<file path="config.mk">
export PLATFORM = sky130hd
export DESIGN_NAME = uart_rx
export DESIGN_NICKNAME = d
export VERILOG_FILES = /design/src/rtl/uart_rx_pkg.sv /design/src/rtl/uart_bit_sync.sv /design/src/rtl/uart_rx.sv
export SDC_FILE = /design/constraint.sdc
export NUM_CORES = 1
export LEC_CHECK = 0
export BUFFER_PORTS_ARGS = -buffer_cell sky130_fd_sc_hd__buf_2
export CORE_MARGIN = 2
export CORE_UTILIZATION = 40
export DETAILED_ROUTE_END_ITERATION = 10
export GPL_TIMING_DRIVEN = 0
export MAX_ROUTING_LAYER = met4
export PLACE_DENSITY_LB_ADDON = 0.1
export SYNTH_ARGS = -nofsm -noshare
export SYNTH_HDL_FRONTEND = slang
export SYNTH_SLANG_ARGS = --single-unit
</file>
<file path="constraint.sdc">
create_clock -name clk -period 8.5 [get_ports clk]
set_input_delay 0.425 -clock clk [delete_from_list [all_inputs] [get_ports clk]]
set_output_delay 0.425 -clock clk [all_outputs]
set_load 0.005 [all_outputs]
</file>
<file path="src/rtl/uart_rx_pkg.sv">
// Shared UART receive-side types and constants.
package uart_rx_pkg;

    localparam int unsigned UART_BR_DIV_W = 16;
    localparam int unsigned UART_MAX_WORD = 9;
    localparam int unsigned UART_MIN_DIV  = 2;

    // Field layout identical to the transmitter's configuration word.
    typedef struct packed {
        logic [UART_BR_DIV_W-1:0] br_div;
        logic                     word;
        logic                     stop;
        logic                     en;
    } rx_config_t;

    typedef rx_config_t uart_config_t;

    typedef enum logic [2:0] {
        IDLE,
        START,
        DATA,
        STOP,
        RESYNC
    } rx_state_e;

    // Clamp a programmed divisor to the smallest usable value.
    function automatic logic [UART_BR_DIV_W-1:0] eff_div(input logic [UART_BR_DIV_W-1:0] br_div);
        if (br_div < UART_BR_DIV_W'(UART_MIN_DIV)) begin
            return UART_BR_DIV_W'(UART_MIN_DIV);
        end
        return br_div;
    endfunction

endpackage

</file>
<file path="src/rtl/uart_bit_sync.sv">
// Flop chain bringing an asynchronous, idle-high line into the clk domain.
module uart_bit_sync #(
    parameter int unsigned STAGES = 2
) (
    input  logic clk,
    input  logic rst,
    input  logic d,
    output logic q
);

    logic [STAGES-1:0] chain;

    always_ff @(posedge clk) begin
        if (!rst) begin
            chain <= '1;
        end else begin
            chain <= {chain[STAGES-2:0], d};
        end
    end

    assign q = chain[STAGES-1];

endmodule

</file>
<file path="src/rtl/uart_rx.sv">
// UART receiver: start/data/stop deserialiser with framing error and break detection.
module uart_rx
    import uart_rx_pkg::*;
#(
    parameter int unsigned BR_DIV_W    = UART_BR_DIV_W,
    parameter int unsigned SYNC_STAGES = 2
) (
    input  logic                     clk,
    input  logic                     rst,
    input  rx_config_t               rx_cfg,
    input  logic                     rx,
    output logic [UART_MAX_WORD-1:0] data,
    output logic                     valid,
    output logic                     frame_err,
    output logic                     break_det,
    output logic                     idle
);

    logic rx_s;
    logic rx_prev;

    uart_bit_sync #(
        .STAGES (SYNC_STAGES)
    ) u_sync (
        .clk (clk),
        .rst (rst),
        .d   (rx),
        .q   (rx_s)
    );

    rx_state_e                state, state_n;
    logic [BR_DIV_W-1:0]      cnt, cnt_n;
    logic [BR_DIV_W-1:0]      div_l, div_n;
    logic [3:0]               idx, idx_n;
    logic                     stop_cnt, stop_cnt_n;
    logic [UART_MAX_WORD-1:0] shreg, shreg_n;
    logic                     err, err_n;
    logic                     first_lo, first_lo_n;
    logic                     word_l, word_n;
    logic                     stop_l, stop_n;
    logic [UART_MAX_WORD-1:0] data_n;
    logic                     valid_n, fe_n, brk_n, idle_n;

    logic [BR_DIV_W-1:0]      div_eff;
    logic [BR_DIV_W-1:0]      half_m1;
    logic [BR_DIV_W-1:0]      div_m1;
    logic [3:0]               last_idx;
    logic [UART_MAX_WORD-1:0] word_data;

    assign div_eff   = BR_DIV_W'(eff_div(rx_cfg.br_div));
    assign half_m1   = (div_l >> 1) - BR_DIV_W'(1);
    assign div_m1    = div_l - BR_DIV_W'(1);
    assign last_idx  = word_l ? 4'd8 : 4'd7;
    assign word_data = word_l ? shreg : {1'b0, shreg[7:0]};

    // Next-state and delivery logic; sample points are counted from the synchronised start edge.
    always_comb begin
        state_n    = state;
        cnt_n      = cnt;
        div_n      = div_l;
        idx_n      = idx;
        stop_cnt_n = stop_cnt;
        shreg_n    = shreg;
        err_n      = err;
        first_lo_n = first_lo;
        word_n     = word_l;
        stop_n     = stop_l;
        data_n     = data;
        valid_n    = 1'b0;
        fe_n       = frame_err;
        brk_n      = 1'b0;

        case (state)
            IDLE: begin
                if (!rx_s && rx_prev) begin
                    state_n    = START;
                    cnt_n      = '0;
                    idx_n      = '0;
                    stop_cnt_n = 1'b0;
                    shreg_n    = '0;
                    err_n      = 1'b0;
                    first_lo_n = 1'b0;
                    div_n      = div_eff;
                    word_n     = rx_cfg.word;
                    stop_n     = rx_cfg.stop;
                end
            end
            START: begin
                if (cnt == half_m1) begin
                    cnt_n = '0;
                    idx_n = '0;
                    state_n = rx_s ? IDLE : DATA;
                end else begin
                    cnt_n = cnt + BR_DIV_W'(1);
                end
            end
            DATA: begin
                if (cnt == div_m1) begin
                    shreg_n[idx] = rx_s;
                    cnt_n        = '0;
                    idx_n        = idx + 4'd1;
                    if (idx == last_idx) begin
                        state_n = STOP;
                    end
                end else begin
                    cnt_n = cnt + BR_DIV_W'(1);
                end
            end
            STOP: begin
                if (cnt == div_m1) begin
                    cnt_n = '0;
                    if (!rx_s) begin
                        err_n = 1'b1;
                    end
                    if (!stop_cnt && !rx_s) begin
                        first_lo_n = 1'b1;
                    end
                    if (stop_cnt == stop_l) begin
                        valid_n = 1'b1;
                        data_n  = word_data;
                        fe_n    = err | !rx_s;
                        brk_n   = (word_data == '0) && (stop_cnt ? first_lo : !rx_s);
                        state_n = (err | !rx_s) ? RESYNC : IDLE;
                    end else begin
                        stop_cnt_n = 1'b1;
                    end
                end else begin
                    cnt_n = cnt + BR_DIV_W'(1);
                end
            end
            RESYNC: begin
                // Wait for the line to return high so a stuck-low line is one frame only.
                if (rx_s) begin
                    state_n = IDLE;
                end
            end
            default: state_n = IDLE;
        endcase

        if (!rx_cfg.en) begin
            state_n = IDLE;
            valid_n = 1'b0;
            brk_n   = 1'b0;
            data_n  = data;
            fe_n    = frame_err;
        end

        idle_n = (state_n == IDLE);
    end

    always_ff @(posedge clk) begin
        if (!rst) begin
            state     <= IDLE;
            rx_prev   <= 1'b1;
            cnt       <= '0;
            div_l     <= BR_DIV_W'(UART_MIN_DIV);
            idx       <= '0;
            stop_cnt  <= 1'b0;
            shreg     <= '0;
            err       <= 1'b0;
            first_lo  <= 1'b0;
            word_l    <= 1'b0;
            stop_l    <= 1'b0;
            data      <= '0;
            valid     <= 1'b0;
            frame_err <= 1'b0;
            break_det <= 1'b0;
            idle      <= 1'b1;
        end else begin
            state     <= state_n;
            rx_prev   <= rx_s;
            cnt       <= cnt_n;
            div_l     <= div_n;
            idx       <= idx_n;
            stop_cnt  <= stop_cnt_n;
            shreg     <= shreg_n;
            err       <= err_n;
            first_lo  <= first_lo_n;
            word_l    <= word_n;
            stop_l    <= stop_n;
            data      <= data_n;
            valid     <= valid_n;
            frame_err <= fe_n;
            break_det <= brk_n;
            idle      <= idle_n;
        end
    end

endmodule
</file>
==> run_results.csv <==
group,metric,value,unit
run_status,status,"complete, no violations",
sta,rsz0062_at_grt,"false",
worst_setup_path,worstPathRequired,8.73,ns
sta,hold_viol_final,0,
sta,setup_slack,4.94,ns
placement,io_buffers,33,
detailed_routing,first_iter_violations,295,
layout,fin_nets,600,
die,die_w,107,um
yosys,synth_edf_count,0,
yosys,netlist_area,4220,um^2
sta,skew,0.0139,ns
die,io_pins,35,
layout,area_growth,12.9,%
detailed_routing,drt_wl_total,11100,um
detailed_routing,dr_total_vias,3890,
placement,place_congestion,0.876,
global_route,grt_pass1_wl,18400,um
sta,setup_violations,0,
worst_setup_path,endpoint_kind,"flop",
yosys,yosys_warnings,0,
yosys,syn_nets,556,
power_and_ir_drop,ir_worst_vdd,81.0,uV
global_route,grt_use_total,20.8,%
sta,holdWs,0.273,ns
yosys,synth.top_cell.area_share,32.7,%
cts,cts_buffers,9,
layout,n_antenna_cell,0,
min_path,worstHoldStart,"rx",
placement,dp_slack,5.02,ns
sta,finalSetupTns,0,ns
sta,clock.fmax,281,MHz
yosys,synthTopCellsByArea,"dfxtp_1, a21oi_1, xnor2_1, nand2_1, nor2_1",
layout,seq_area,1380,um^2
cts,root_buffer,"clkbuf_8",
detailed_routing,ant_nets,0,
worst_setup_path,crit_arrival,3.80,ns
yosys,yosysSeqAreaShare,32.7,%
yosys,synthCells,527,
layout,nFillCells,1074,
cts,clk_latency,0.34,ns
detailed_routing,drtPass1Iterations,5,
global_route,antenna_found_initial,0,
min_path,hp-class,"in -> reg",
sta,drv_slew,0,
yosys,ys_async_sr_fraction,0,%
layout,layout-drive-gt1-share,15.3,%
layout,mostFrequentLayoutCell,"dfxtp_1",
layout,multi_input_area,2590,um^2
worst_setup_path,critPathLaunchType,"flop",
yosys,synth.ff_latch_count,69,
worst_setup_path,r2r-start,"div_l[1]",
cts,post-cts-setup-buffer-count,0,
die,rows,37,
placement,hpwlAfterDp,8250,um
power_and_ir_drop,p_leak,1.85,nW
die,die_height,107,um
sta,period_share,41.9,%
power_and_ir_drop,fin_total_pwr,0.687,mW
sta,slew_headroom,53.6,%
yosys,ys_types,64,
global_route,grt_pass1_vias,3646,
detailed_routing,drt-wirelength-per-cell,15.6,um
yosys,synth.largest_area_cell,"dfxtp_1",
cts,cts_buffer_depth,2,
worst_setup_path,rr_worst_depth,11,
die,start_util,41.0,%
min_path,holdPathStages,2,
worst_setup_path,timing.rr.end,"cnt[2]",
worst_setup_path,timing.setup.critical_path_class,"reg -> reg",
job,maxCapViolations,0,
yosys,postSynthAreaPerCell,8.00,um^2
sta,fin_crit,3.56,ns
die,core_area,10300,um^2
cts,clock_sinks,69,
cts,cts_tree,"done",
layout,final_cell_mix,"dfxtp_1, nand2_1, a21oi_1, nor2_1, buf_2",
sta,worst_slew_pin_slew,0.689,ns
power_and_ir_drop,power.density,144,nW/um^2
cts,hold_buffers,0,
global_route,gr-total-overflow,0,
worst_setup_path,critPathMaxFanout,8,
layout,utilization,46.3,%
global_route,grt_max_degree,14,
detailed_routing,drc,0,
yosys,ys.flop_type,"dfxtp_1",
min_path,hold_end,"u_sync.chain[0]",
detailed_routing,viasPerCell,5.46,
die,dieArea,11400,um^2
cts,cts.htree.levels,3,
worst_setup_path,ff2ff_setup_slack,4.94,ns
cts,cts_resized,0,
cts,clk_pin_slew,0.08,ns
==> cells by family after synthesis <==
group,Yosys count,synth area share [%]
multiplexers,9,2.17
AO/OA/AOI/OAI,128,19.3
buffers and inverters,49,5.90
flip-flops,69,32.7
XOR/XNOR,45,9.34
AND/OR/NAND/NOR,220,28.5
adder cells (fa/ha/maj),7,2.08
==> per-stage QoR <==
stage | cell area [um^2] | std cells
floorplan | 4220 | 527
global route | 4760 | 712
global placement | 4550 | 696
finish | 4760 | 712
detailed placement | 4550 | 696
CTS | 4760 | 712
==> state kept, by name, summed over array words and instances (netlist names) <==
signal / flops
cnt: 16
data: 9
u_sync.chain: 2
idx: 4
frame_err: 1
word_l: 1
idle: 1
rx_prev: 1
stop_l: 1
valid: 1
div_l: 16
shreg: 9
state: 3
stop_cnt: 1
first_lo: 1
err: 1
break_det: 1
==> critical path, cell delays in order, from the launching register on <==
cell and delay, ns:
dfxtp_1 0.40, inv_1 0.12, ha_1 0.28, nor4b_2 0.34
and3_1 0.28, mux2_2 0.35, a31oi_1 0.28, o2111ai_4 0.24
and2_4 0.23, o21ai_0 0.56, o21ai_0 0.18, a22o_1 0.20
==> power by group <==
part	leakage (nW)	switching, mW	internal (mW)
combinational	1.19	0.0473	0.0289
clock	0.0991	0.135	0.146
sequential	0.558	0.00357	0.327
==> worst max-delay path by stage <==
| stage | start | end | slack (ns) | depth (start not counted) |
|---|---|---|---|---|
| 4_1_cts | div_l[1] | cnt[14] | 4.99 | 11 |
| 6_report | div_l[1] | cnt[2] | 4.94 | 11 |
| 3_3_place_gp | div_l[1] | cnt[2] | 4.99 | 11 |
| 3_5_place_dp | div_l[1] | cnt[14] | 5.02 | 11 |
| 2_1_floorplan | div_l[1] | cnt[2] | 5.64 | 12 |
| 5_1_grt | div_l[1] | cnt[2] | 4.62 | 11 |
==> cells in the mapped netlist (all sizes together) (3+ instances only) <==
library cell / n
clkbuf: 19
xnor2: 28
a31oi: 8
nand4: 7
inv: 12
nor4b: 5
or2: 3
buf: 17
ha: 7
or3: 6
o21ai: 28
nor3: 10
nand3: 22
o211a: 3
nand3b: 5
xor2: 17
nor4: 14
nand2: 65
dfxtp: 69
nor2b: 5
mux2i: 8
a211oi: 3
a21o: 4
a22o: 5
and3: 12
nor2: 42
and2: 4
nand2b: 10
a21oi: 50
o211ai: 11
==> routing by layer <==
metal	share of wire, %	up-vias	track usage, %	wire length [um]
met4	0.67	0	4.27	74
met1	52	1833	29.7	5750
li1	-	1962	-	-
met5	0	-	-	0
met2	43	90	31.0	4800
met3	4.1	5	3.65	460
==> final cells by class <==
class | count | share of cell area, %
repair buffers | 33 | 3.47
well taps | 136 | 3.57
multi-input cells | 409 | 54.3
clock inverters | 6 | 1.50
clock buffers | 10 | 2.89
plain buffers | 36 | 4.20
flip-flops and latches | 69 | 29.0
inverters | 13 | 1.02
(Power assumes the default switching activity.)
